==> config.mk <==
export PLATFORM = sky130hd
export DESIGN_NAME = seven_seg_scan_flat
export DESIGN_NICKNAME = d
export VERILOG_FILES = /design/src/rtl/seven_seg_scan_if.sv /design/src/rtl/seven_seg_scan.sv /design/src/flat_wrapper.sv
export SDC_FILE = /design/constraint.sdc
export NUM_CORES = 1
export LEC_CHECK = 0
export ABC_CLOCK_PERIOD_IN_PS = 2700
export BUFFER_PORTS_ARGS = -buffer_cell sky130_fd_sc_hd__buf_2
export CAP_MARGIN = 20
export CORE_MARGIN = 5
export CORE_UTILIZATION = 50
export CTS_CLUSTER_SIZE = 25
export DETAILED_ROUTE_END_ITERATION = 6
export PLACE_DENSITY = 0.87
export SYNTH_ARGS = -nofsm -noshare
export SYNTH_HDL_FRONTEND = slang
export SYNTH_SLANG_ARGS = --single-unit
==> constraint.sdc <==
create_clock -name clock -period 2.7 [get_ports clock]
set_clock_uncertainty 0.2 [all_clocks]
set_input_delay 0.405 -clock clock [delete_from_list [all_inputs] [get_ports clock]]
set_output_delay 0.405 -clock clock [all_outputs]
set_load 0.05 [all_outputs]
==> src/rtl/seven_seg_scan_if.sv <==
// Display bus: operator inputs (enable, packed hex value, decimal points,
// leading-zero control) and the registered segment/digit drive outputs.
interface seven_seg_scan_if #(
  parameter int unsigned DIGITS = 4
);
  logic                  enable;
  logic [4*DIGITS-1:0]   value;
  logic [DIGITS-1:0]     dp;
  logic                  blank_leading;
  logic [6:0]            segments;
  logic                  dp_out;
  logic [DIGITS-1:0]     digit_sel;

  modport master (
    output enable, value, dp, blank_leading,
    input  segments, dp_out, digit_sel
  );

  modport slave (
    input  enable, value, dp, blank_leading,
    output segments, dp_out, digit_sel
  );
endinterface

==> src/rtl/seven_seg_scan.sv <==
// Multiplexed seven-segment scanner: snapshots the display data once per
// frame, then shows each digit for SCAN_COUNT-1 cycles after one blank cycle.
module seven_seg_scan #(
  parameter int unsigned DIGITS     = 4,
  parameter int unsigned SCAN_COUNT = 4
) (
  input  logic            clock,
  input  logic            reset,
  seven_seg_scan_if.slave bus
);

  localparam int unsigned VAL_W = 4 * DIGITS;
  localparam int unsigned CNT_W = (SCAN_COUNT > 1) ? $clog2(SCAN_COUNT) : 1;
  localparam int unsigned IDX_W = (DIGITS > 1) ? $clog2(DIGITS) : 1;

  // IDLE: stopped after reset/disable; the next enabled edge starts a frame.
  typedef enum logic [1:0] {
    ST_IDLE,
    ST_BLANK,
    ST_SHOW
  } state_e;

  state_e             state_q, state_d;
  logic [CNT_W-1:0]   cnt_q, cnt_d;
  logic [IDX_W-1:0]   idx_q, idx_d;
  logic [VAL_W-1:0]   val_q, val_d;
  logic [DIGITS-1:0]  dp_q, dp_d;
  logic               bl_q, bl_d;
  logic [6:0]         seg_q, seg_d;
  logic               dpo_q, dpo_d;
  logic [DIGITS-1:0]  sel_q, sel_d;
  logic               capture;
  logic [3:0]         nib;
  logic               hi_zero;

  // Hex to segment pattern, bit0=a .. bit6=g.
  function automatic logic [6:0] decode(input logic [3:0] n);
    logic [6:0] s;
    case (n)
      4'h0: s = 7'h3F;
      4'h1: s = 7'h06;
      4'h2: s = 7'h5B;
      4'h3: s = 7'h4F;
      4'h4: s = 7'h66;
      4'h5: s = 7'h6D;
      4'h6: s = 7'h7D;
      4'h7: s = 7'h07;
      4'h8: s = 7'h7F;
      4'h9: s = 7'h6F;
      4'hA: s = 7'h77;
      4'hB: s = 7'h7C;
      4'hC: s = 7'h39;
      4'hD: s = 7'h5E;
      4'hE: s = 7'h79;
      default: s = 7'h71;
    endcase
    return s;
  endfunction

  // Next slot/digit, frame snapshot and next registered display outputs.
  always_comb begin
    state_d = state_q;
    cnt_d   = cnt_q;
    idx_d   = idx_q;
    val_d   = val_q;
    dp_d    = dp_q;
    bl_d    = bl_q;
    seg_d   = '0;
    dpo_d   = 1'b0;
    sel_d   = '0;
    capture = 1'b0;
    nib     = '0;
    hi_zero = 1'b0;

    if (!bus.enable) begin
      state_d = ST_IDLE;
      cnt_d   = '0;
      idx_d   = '0;
    end else begin
      case (state_q)
        ST_IDLE: begin
          cnt_d   = '0;
          idx_d   = '0;
          capture = 1'b1;
        end
        default: begin
          if (cnt_q == CNT_W'(SCAN_COUNT - 1)) begin
            cnt_d = '0;
            if (idx_q == IDX_W'(DIGITS - 1)) begin
              idx_d   = '0;
              capture = 1'b1;
            end else begin
              idx_d = idx_q + 1'b1;
            end
          end else begin
            cnt_d = cnt_q + 1'b1;
          end
        end
      endcase

      state_d = (cnt_d == '0) ? ST_BLANK : ST_SHOW;

      if (capture) begin
        val_d = bus.value;
        dp_d  = bus.dp;
        bl_d  = bus.blank_leading;
      end

      // Digit drive only in SHOW; leading zeros darken segments but keep the digit slot.
      if (state_d == ST_SHOW) begin
        nib          = val_d[32'(idx_d) * 4 +: 4];
        hi_zero      = ((val_d >> (32'(idx_d) * 4)) == '0);
        sel_d[idx_d] = 1'b1;
        dpo_d        = dp_d[idx_d];
        seg_d        = (bl_d && (idx_d != '0) && hi_zero) ? 7'h00 : decode(nib);
      end
    end
  end

  // State, snapshot and output registers with synchronous reset.
  always_ff @(posedge clock) begin
    if (reset) begin
      state_q <= ST_IDLE;
      cnt_q   <= '0;
      idx_q   <= '0;
      val_q   <= '0;
      dp_q    <= '0;
      bl_q    <= 1'b0;
      seg_q   <= '0;
      dpo_q   <= 1'b0;
      sel_q   <= '0;
    end else begin
      state_q <= state_d;
      cnt_q   <= cnt_d;
      idx_q   <= idx_d;
      val_q   <= val_d;
      dp_q    <= dp_d;
      bl_q    <= bl_d;
      seg_q   <= seg_d;
      dpo_q   <= dpo_d;
      sel_q   <= sel_d;
    end
  end

  assign bus.segments  = seg_q;
  assign bus.dp_out    = dpo_q;
  assign bus.digit_sel = sel_q;

endmodule

==> src/flat_wrapper.sv <==
// flat-port wrapper written by rule: the top's interface ports become plain ports
module seven_seg_scan_flat 
#(
  parameter int unsigned DIGITS     = 4,
  parameter int unsigned SCAN_COUNT = 4
)
  (clock, reset, bus_enable, bus_value, bus_dp, bus_blank_leading, bus_segments, bus_dp_out, bus_digit_sel);
  seven_seg_scan_if #(.DIGITS(DIGITS)) bus_i ();
  input  logic clock;
  input  logic reset;
  input wire logic [$bits(bus_i.enable)-1:0] bus_enable;
  input wire logic [$bits(bus_i.value)-1:0] bus_value;
  input wire logic [$bits(bus_i.dp)-1:0] bus_dp;
  input wire logic [$bits(bus_i.blank_leading)-1:0] bus_blank_leading;
  output wire logic [$bits(bus_i.segments)-1:0] bus_segments;
  output wire logic [$bits(bus_i.dp_out)-1:0] bus_dp_out;
  output wire logic [$bits(bus_i.digit_sel)-1:0] bus_digit_sel;
  assign bus_i.enable = bus_enable;
  assign bus_i.value = bus_value;
  assign bus_i.dp = bus_dp;
  assign bus_i.blank_leading = bus_blank_leading;
  assign bus_segments = bus_i.segments;
  assign bus_dp_out = bus_i.dp_out;
  assign bus_digit_sel = bus_i.digit_sel;
  seven_seg_scan #(.DIGITS(DIGITS), .SCAN_COUNT(SCAN_COUNT)) u_core (.clock(clock), .reset(reset), .bus(bus_i));
endmodule
==> summary.md, run 1 <==
| Metric | Value |
|---|---|
| Max Fclk | `362 MHz` |
| Flops & latches, synth | `39` |
| WL final | `6.23 mm` |
| Fin nets | `roughly 350` |
| DRT iter0 DRCs | `roughly 290` |
| Pre-CTS setup slack | `-0.128 ns` |
| Setup slack after layout | `-0.0644 ns` |
| Number of enable-type register cells in the synthesized netlist | `0` |
| Final Hold Viols | `0` |
| Synth warn | `0` |
| Dominant synthesized flop cell | `dfxtp_1` |
| Final critical-path required period | `around 2.8 ns` |
| Hold Path Depth | `2` |
| Startpoint types | `flip-flop` |
| Leak Pwr | `1.17 nW` |
| Slew @ Worst Pin | `0.708 ns` |
| Pwr Total | `around 1.4 mW` |
| Final Cell Area | `2770 um^2` |
| Syn avg cell area | `about 8.2 um^2` |
| Antenna Nets Post-Route | `0` |
| Vias per std cell | `5.99` |
| Total CTS buffers | `5` |
| Synthesized cell area | `approximately 2100 um^2` |
| Crit path arrival time | `2.76 ns` |
| Fin cells | `364` |
| Worst reg2reg endpoint | `u_core.bus.segments[6]$_SDFF_PP0_` |
| Adder-Cell Fraction of Synth Area | `under 10%` |
| Maximum VDD drop | `0.373 mV` |
| Max Cap Viol | `0` |
| Setup TNS | `-0.194 ns` |
| Slew Viols, Final | `0` |
| Simple-Gate Fraction of Synth Area | `24.5%` |
| Vias in the first global route | `2202` |
| Unique masters post-synth | `50` |
| Worst r2r src | `u_core.idx_q[0]$_SDFF_PP0_` |
| Initial antenna violation count | `0` |
| Seq/Total Area, Yosys | `36.9%` |
| RePlAce Congestion | `approximately 0.95` |
| Status | `finished with violations` |
| Crit-path max FO | `7` |
| Relative slew slack | `roughly 53%` |
| CTS root buffer | `clkbuf_8` |
| Mapped Nets | `292` |
| Crit path kind | `flip-flop to flip-flop` |
| RSZ-0062 raised after global routing | `yes` |
| Via count | `approximately 2.2k` |
| Final HPWL DP | `4.36 mm` |
| Worst EP required | `2.70 ns` |
| Site Rows | `23` |
| Clock Path Buffers | `2` |
| Final setup viols | `6` |
| Crit path capture type | `flip-flop` |
| Gate Count Post-Synth | `approximately 260` |
| H-tree depth | `2` |
| Largest net degree at the start of global routing | `23` |
| Num Clock Sinks | `39` |
| Area contributors post-synth | `dfxtp_1, nand2_1, a21oi_1, ha_1, nor2_1` |
| Antenna Cells | `0` |
| Clock Latency Late Sink | `0.30 ns` |
| Total power per unit cell area | `492 nW/um^2` |
| CTS tree | `yes` |
| Async S/R FF share, synth | `0%` |
| IO buf count | `35` |
| Worst reg2reg setup slack | `-0.06 ns` |
| Largest family of logic cells by synthesized area | `compound AO/OA/AOI/OAI gates` |
| Post-Synth XOR/XNOR Area | `0.414%` |
| First-pass GRT wire length | `10.2 mm` |
| Number of I/O pins | `36` |
| Hold crit path type | `primary input to flip-flop` |
| R2r worst-path depth | `12` |
| Die span in y | `75.0 um` |
| Dpl cell area | `2500 um^2` |
| Final core occ | `68.3%` |
| Mux share of post-synthesis cell area | `1.89%` |
| Clk pin slew, worst setup/hold paths | `0.08 ns` |
| Biggest area consumer among synthesized cells | `dfxtp_1` |
| Failing checks | `negative setup slack` |
| Final period util | `102%` |
| Complex-gate fraction of the synthesized area | `26.1%` |
| Die width | `~75 um` |
| Final global-route overflow total | `0` |
| DIE AREA | `5630 um^2` |
| Global Route Usage Sum | `a little under a quarter` |
| Core region area | `4060 um^2` |
| DRC Markers | `0` |
| Hold Crit Endpoint | `u_core.val_q[6]$_SDFFE_PP0P_` |
| Fillers | `about 310` |
| Router iterations before antenna repair | `4` |
| Area share of the largest cell type after synthesis | `36.9%` |
| WL/cell | `17.1 um` |
| Area grow syn2layout | `31.1%` |
| Origin of the worst min-delay path | `bus_enable` |
| Worst Hold Slack | `0.136 ns` |
| Post-Place Cells | `about 350` |
| Share of post-route cells with drive strength above 1 | `33.4%` |
| Initial core utilization | `a little over half` |
[cells by family after synthesis]
| logic type | after synthesis |
|---|---|
| muxes | 4 |
| DFF | 39 |
| adders and majority gates | 9 |
| AOI/OAI and AO/OA | 71 |
| xor gates and xnor gates | 1 |
| buffers and inverters | 20 |
| and+or+nand+nor | 115 |
[layer usage]
| layer | GRT usage, % | share of wire (%) | wire, um | up-vias |
|---|---|---|---|---|
| met5 | 0 | 0 | 0 | - |
| met4 | 9.49 | 2.4 | 148 | 0 |
| met3 | 5.47 | 6.1 | 377 | 16 |
| met2 | 39.6 | 51 | 3160 | 88 |
| met1 | 28.9 | 41 | 2540 | 1038 |
| li1 | - | - | - | 1040 |
[layout by cell type (no fill, tap or decap), types with 6 or more instances in the layout]
| cell type | count |
|---|---|
| nor2_1 | 17 |
| a21oi_1 | 23 |
| ha_1 | 6 |
| a211oi_2 | 6 |
| buf_4 | 23 |
| nand3_1 | 10 |
| dfxtp_1 | 37 |
| nand2_1 | 62 |
| buf_2 | 35 |
[critical path, stage by stage (launching register included)]
cell,delay [ns]
dfxtp_4,0.40
ha_4,0.20
buf_12,0.13
a21o_1,0.15
a22oi_1,0.25
a211oi_2,0.12
a21oi_2,0.14
buf_4,0.17
inv_1,0.08
ha_1,0.22
o21ai_1,0.11
a21bo_1,0.24
a221oi_2,0.24
[flip-flops by register name (all words and copies together), names as in the netlist]
signal	flops
u_core.val_q	16
u_core.bus.segments	7
u_core.bus.digit_sel	4
u_core.dp_q	4
u_core.cnt_q	2
u_core.idx_q	2
u_core.state_q	2
u_core.bl_q	1
u_core.bus.dp_out	1
[layout make-up]
class	instances	area, um^2	share of cell area [%]
Sequential cell	39	788	28.4
Clock buffer	7	76.3	2.75
Clock inverter	1	30.0	1.08
Tap cell	50	62.6	2.26
Multi-Input combinational cell	200	1400	50.6
Inverter	6	22.5	0.812
Timing Repair Buffer	61	390	14.1
[Yosys cell counts (2+ instances only)]
master / n
nand2_1: 63
mux2i_1: 4
inv_1: 6
buf_2: 4
dfxtp_1: 39
buf_4: 2
a311oi_1: 5
ha_1: 9
nor4_1: 5
o211ai_1: 5
a2111oi_0: 4
a211oi_1: 4
and3_2: 3
nand3_1: 10
nor3_1: 3
a211oi_2: 3
a21o_1: 2
a21oi_1: 25
clkbuf_1: 6
a221oi_2: 3
buf_6: 2
o21ai_1: 2
o31a_1: 2
and3_1: 3
o21a_1: 2
or2_1: 2
nor2_1: 18
[power by group]
part / internal [mW] / switching [mW]
clock network: 0.277 / 0.203
registers: 0.600 / 0.0214
logic: 0.0991 / 0.166
total: 0.975 / 0.390
[worst max-delay path by stage]
stage	from	to	slack [ns]	cells past startpoint
finish	u_core.idx_q[0]$_SDFF_PP0_	u_core.bus.segments[6]$_SDFF_PP0_	-0.06	12
CTS	u_core.cnt_q[0]$_SDFF_PP0_	u_core.bus.segments[6]$_SDFF_PP0_	0.009	11
detailed placement	u_core.cnt_q[0]$_SDFF_PP0_	u_core.bus.segments[6]$_SDFF_PP0_	-0.13	9
global route	u_core.idx_q[0]$_SDFF_PP0_	u_core.bus.segments[6]$_SDFF_PP0_	-0.16	12
floorplan	u_core.idx_q[0]$_SDFF_PP0_	u_core.bus.segments[1]$_SDFF_PP0_	-0.13	12
global placement	u_core.cnt_q[0]$_SDFF_PP0_	u_core.bus.segments[4]$_SDFF_PP0_	-0.12	9
[what timing repair did]
item,in CTS,in global routing
setup endpoints to repair,7,7
hold buffers,0,0
resized for setup,6,18
pin swaps,2,7
setup buffers,3,2
hold endpoints to repair,0,0
(Power assumes the default switching activity.)
==> inputs of run 2 (changes only) <==
--- a/config.mk
+++ b/config.mk
@@ -8,11 +8,13 @@
 export ABC_CLOCK_PERIOD_IN_PS = 2700
 export BUFFER_PORTS_ARGS = -buffer_cell sky130_fd_sc_hd__buf_2
 export CAP_MARGIN = 20
+export CELL_PAD_IN_SITES_DETAIL_PLACEMENT = 2
+export CELL_PAD_IN_SITES_GLOBAL_PLACEMENT = 2
 export CORE_MARGIN = 5
-export CORE_UTILIZATION = 50
+export CORE_UTILIZATION = 29
 export CTS_CLUSTER_SIZE = 25
 export DETAILED_ROUTE_END_ITERATION = 6
-export PLACE_DENSITY = 0.87
+export PLACE_DENSITY = 0.86
 export SYNTH_ARGS = -nofsm -noshare
 export SYNTH_HDL_FRONTEND = slang
 export SYNTH_SLANG_ARGS = --single-unit
==> summary.md, run 2 (synthesis results as in run 1) <==
| Metric | Value |
|---|---|
| RePlAce Congestion | `0.875 (-8.0%)` |
| IO buf count | `35 (unchanged)` |
| Final Cell Area | `3120 um^2 (+12%)` |
| Max Fclk | `350 MHz (-3.3%)` |
| Dpl cell area | `2710 um^2 (+8.1%)` |
| Critical Path Stages | `11 (-1)` |
| Most frequent cell on the critical path | `buf_4` |
| Worst setup path end | `u_core.bus.segments[5]$_SDFF_PP0_` |
| Die span in y | `95.4 um (+27%)` |
| Met2 usage | `39.9% (+0.33 points)` |
| Biggest register | `u_core.val_q` |
| R2r worst-path depth | `11 (-1)` |
| Worst-path cell with the longest stage delay | `a311oi_1` |
| Total power per unit cell area | `439 nW/um^2 (-11%)` |
| Core region area | `7180 um^2 (+77%)` |
| Largest net degree at the start of global routing | `22 (-4.3%)` |
| Worst Path Buf+Inv | `4 (+1)` |
| Slew Viols, Final | `0 (unchanged)` |
| Largest register FFs | `16 (unchanged)` |
| Area grow syn2layout | `47.5%` |
| Num Clock Sinks | `39 (unchanged)` |
| Worst reg2reg setup slack | `-0.16 ns (-0.09 ns)` |
| Clock Path Buffers | `2 (unchanged)` |
| DRT iter0 DRCs | `85 (-70%)` |
| DIE AREA | `9100 um^2 (+62%)` |
| Global Route Usage Sum | `22.0% (-1.5 points)` |
| Total CTS buffers | `5 (unchanged)` |
| Hold Buf Count CTS | `0 (unchanged)` |
| Crit path arrival time | `2.84 ns (+0.08 ns)` |
| WL/cell | `23.6 um (+38%)` |
| Worst setup path start | `u_core.cnt_q[0]$_SDFF_PP0_` |
| Most common cell after layout, fill and taps aside | `nand2_1` |
| Vias in the first global route | `2656 (+21%)` |
| Share of post-route cells with drive strength above 1 | `44.1% (+11 points)` |
| Crit-path max FO | `6 (-1)` |
| Pre-CTS setup slack | `-0.155 ns (-0.0270 ns)` |
| Most frequent cells in the layout | `nand2_1, buf_4, buf_2` |
| M1 GR Usage | `25.6% (-3.2 points)` |
| Final Hold Viols | `0 (unchanged)` |
| Maximum VDD drop | `0.297 mV (-21%)` |
| Vias per std cell | `5.44 (-9.2%)` |
| Final period util | `106% (+3.5 points)` |
| RSZ-0062 raised after global routing | `yes` |
| Worst reg2reg endpoint | `u_core.bus.segments[5]$_SDFF_PP0_` |
| Antenna Nets Post-Route | `0 (unchanged)` |
| Status | `finished with violations` |
| Startpoint types | `flip-flop` |
| Fin nets | `377 (+9.0%)` |
| Cells along the critical path | `ha_4, buf_4, buf_4, and3_2, a2111oi_4, buf_4, a311oi_1, o21ai_1, buf_4, a21oi_2, a211oi_2` |
| Worst r2r src | `u_core.cnt_q[0]$_SDFF_PP0_` |
| H-tree depth | `2 (unchanged)` |
| DRC Markers | `0 (unchanged)` |
| Leak Pwr | `1.34 nW (+15%)` |
| Antenna Cells | `0 (unchanged)` |
| WL final | `10.5 mm (+68%)` |
| Via count | `2416 (+11%)` |
| First-pass GRT wire length | `14.9 mm (+47%)` |
| Setup slack after layout | `-0.158 ns (-0.0940 ns)` |
| Crit path capture type | `flip-flop` |
| Final setup viols | `7 (+1)` |
| Initial core utilization | `29.5% (-23 points)` |
| Die width | `95.4 um (+27%)` |
| Final HPWL DP | `6.28 mm (+44%)` |
| Setup TNS | `-0.745 ns (-0.551 ns)` |
| Failing checks | `negative setup slack` |
| Hold crit path type | `primary input to flip-flop` |
| Clock Latency Late Sink | `0.31 ns (about the same)` |
| Router iterations before antenna repair | `4 (unchanged)` |
| Grt met3 use | `3.00% (-2.5 points)` |
| Final global-route overflow total | `0 (unchanged)` |
| Max Cap Viol | `0 (unchanged)` |
| Slew @ Worst Pin | `0.752 ns (+0.0442 ns)` |
| Fillers | `805 (+160%)` |
| Gr busiest metal | `met2` |
| Initial antenna violation count | `0 (unchanged)` |
| Clk pin slew, worst setup/hold paths | `0.09 ns (about the same)` |
| CTS tree | `yes` |
| CTS root buffer | `clkbuf_8` |
| Final critical-path required period | `2.86 ns (+0.0940 ns)` |
| CP max stage delay | `0.63 ns (+0.23 ns)` |
| Worst EP required | `2.68 ns (-0.02 ns)` |
| Number of I/O pins | `36 (unchanged)` |
| Crit path kind | `flip-flop to flip-flop` |
| Crit path max-delay family | `compound AO/OA/AOI/OAI gates` |
| Site Rows | `31 (+35%)` |
| Relative slew slack | `49.5% (-3.2 points)` |
[run 2: what timing repair did]
action                     CTS  global route
gates resized for setup     22            23
setup buffers               11             6
setup endpoints to repair    7             7
pin swaps                    7             2
[run 2: worst register-to-register path: cells and delay by family (launching register included)]
family / cells / cell delay, ns
flip-flops: 1 / 0.37
AO/OA/AOI/OAI: 5 / 1.09
buffers and inverters: 4 / 0.65
adder cells (fa/ha/maj): 1 / 0.21
AND/OR/NAND/NOR: 1 / 0.20
[run 2: area by class of cell]
type / count / area [um^2] / share of cell area [%]
clock buffer: 5 / 68.8 / 2.21
inverter: 6 / 22.5 / 0.722
timing repair buffer: 92 / 611 / 19.6
sequential: 39 / 790 / 25.3
clock inverter: 3 / 15.0 / 0.481
tap: 99 / 124 / 3.97
multi-input combinational: 200 / 1490 / 47.7
[run 2: where the power goes]
group	total [mW]	switching, mW	internal (mW)	leakage (nW)
combinational	0.326	0.203	0.123	0.974
sequential	0.628	0.0277	0.600	0.321
clock	0.414	0.237	0.177	0.0477
total	1.37	0.467	0.901	1.34
[run 2: per-stage QoR]
stage / hold WS [ns] / cells / util (%) / total power [mW]
global route: 0.142 / 444 / 43.5 / 1.42
global placement: 0.244 / 419 / 37.8 / 0.901
CTS: 0.135 / 438 / 41.1 / 1.34
finish: 0.136 / 444 / 43.5 / 1.37
floorplan: 0.236 / 259 / - / 0.800
detailed placement: 0.255 / 419 / 37.8 / 0.919
[run 2: per-layer routing]
metal / vias to the layer above / wire [um]
li1: 1097 / -
met1: 1239 / 4390
met2: 58 / 5520
met3: 22 / 305
met4: 0 / 258
met5: - / 0
[run 2: worst min-delay path by stage]
stage | end | from | slack (ns) | cells past startpoint
floorplan | u_core.val_q[0]$_SDFFE_PP0P_ | u_core.val_q[0]$_SDFFE_PP0P_ | 0.24 | 2
global placement | u_core.dp_q[2]$_SDFFE_PP0P_ | u_core.dp_q[2]$_SDFFE_PP0P_ | 0.24 | 2
detailed placement | u_core.val_q[1]$_SDFFE_PP0P_ | u_core.val_q[1]$_SDFFE_PP0P_ | 0.25 | 2
CTS | u_core.dp_q[2]$_SDFFE_PP0P_ | bus_dp[2] | 0.14 | 3
global route | u_core.val_q[5]$_SDFFE_PP0P_ | bus_value[5] | 0.14 | 3
finish | u_core.val_q[5]$_SDFFE_PP0P_ | bus_value[5] | 0.14 | 3
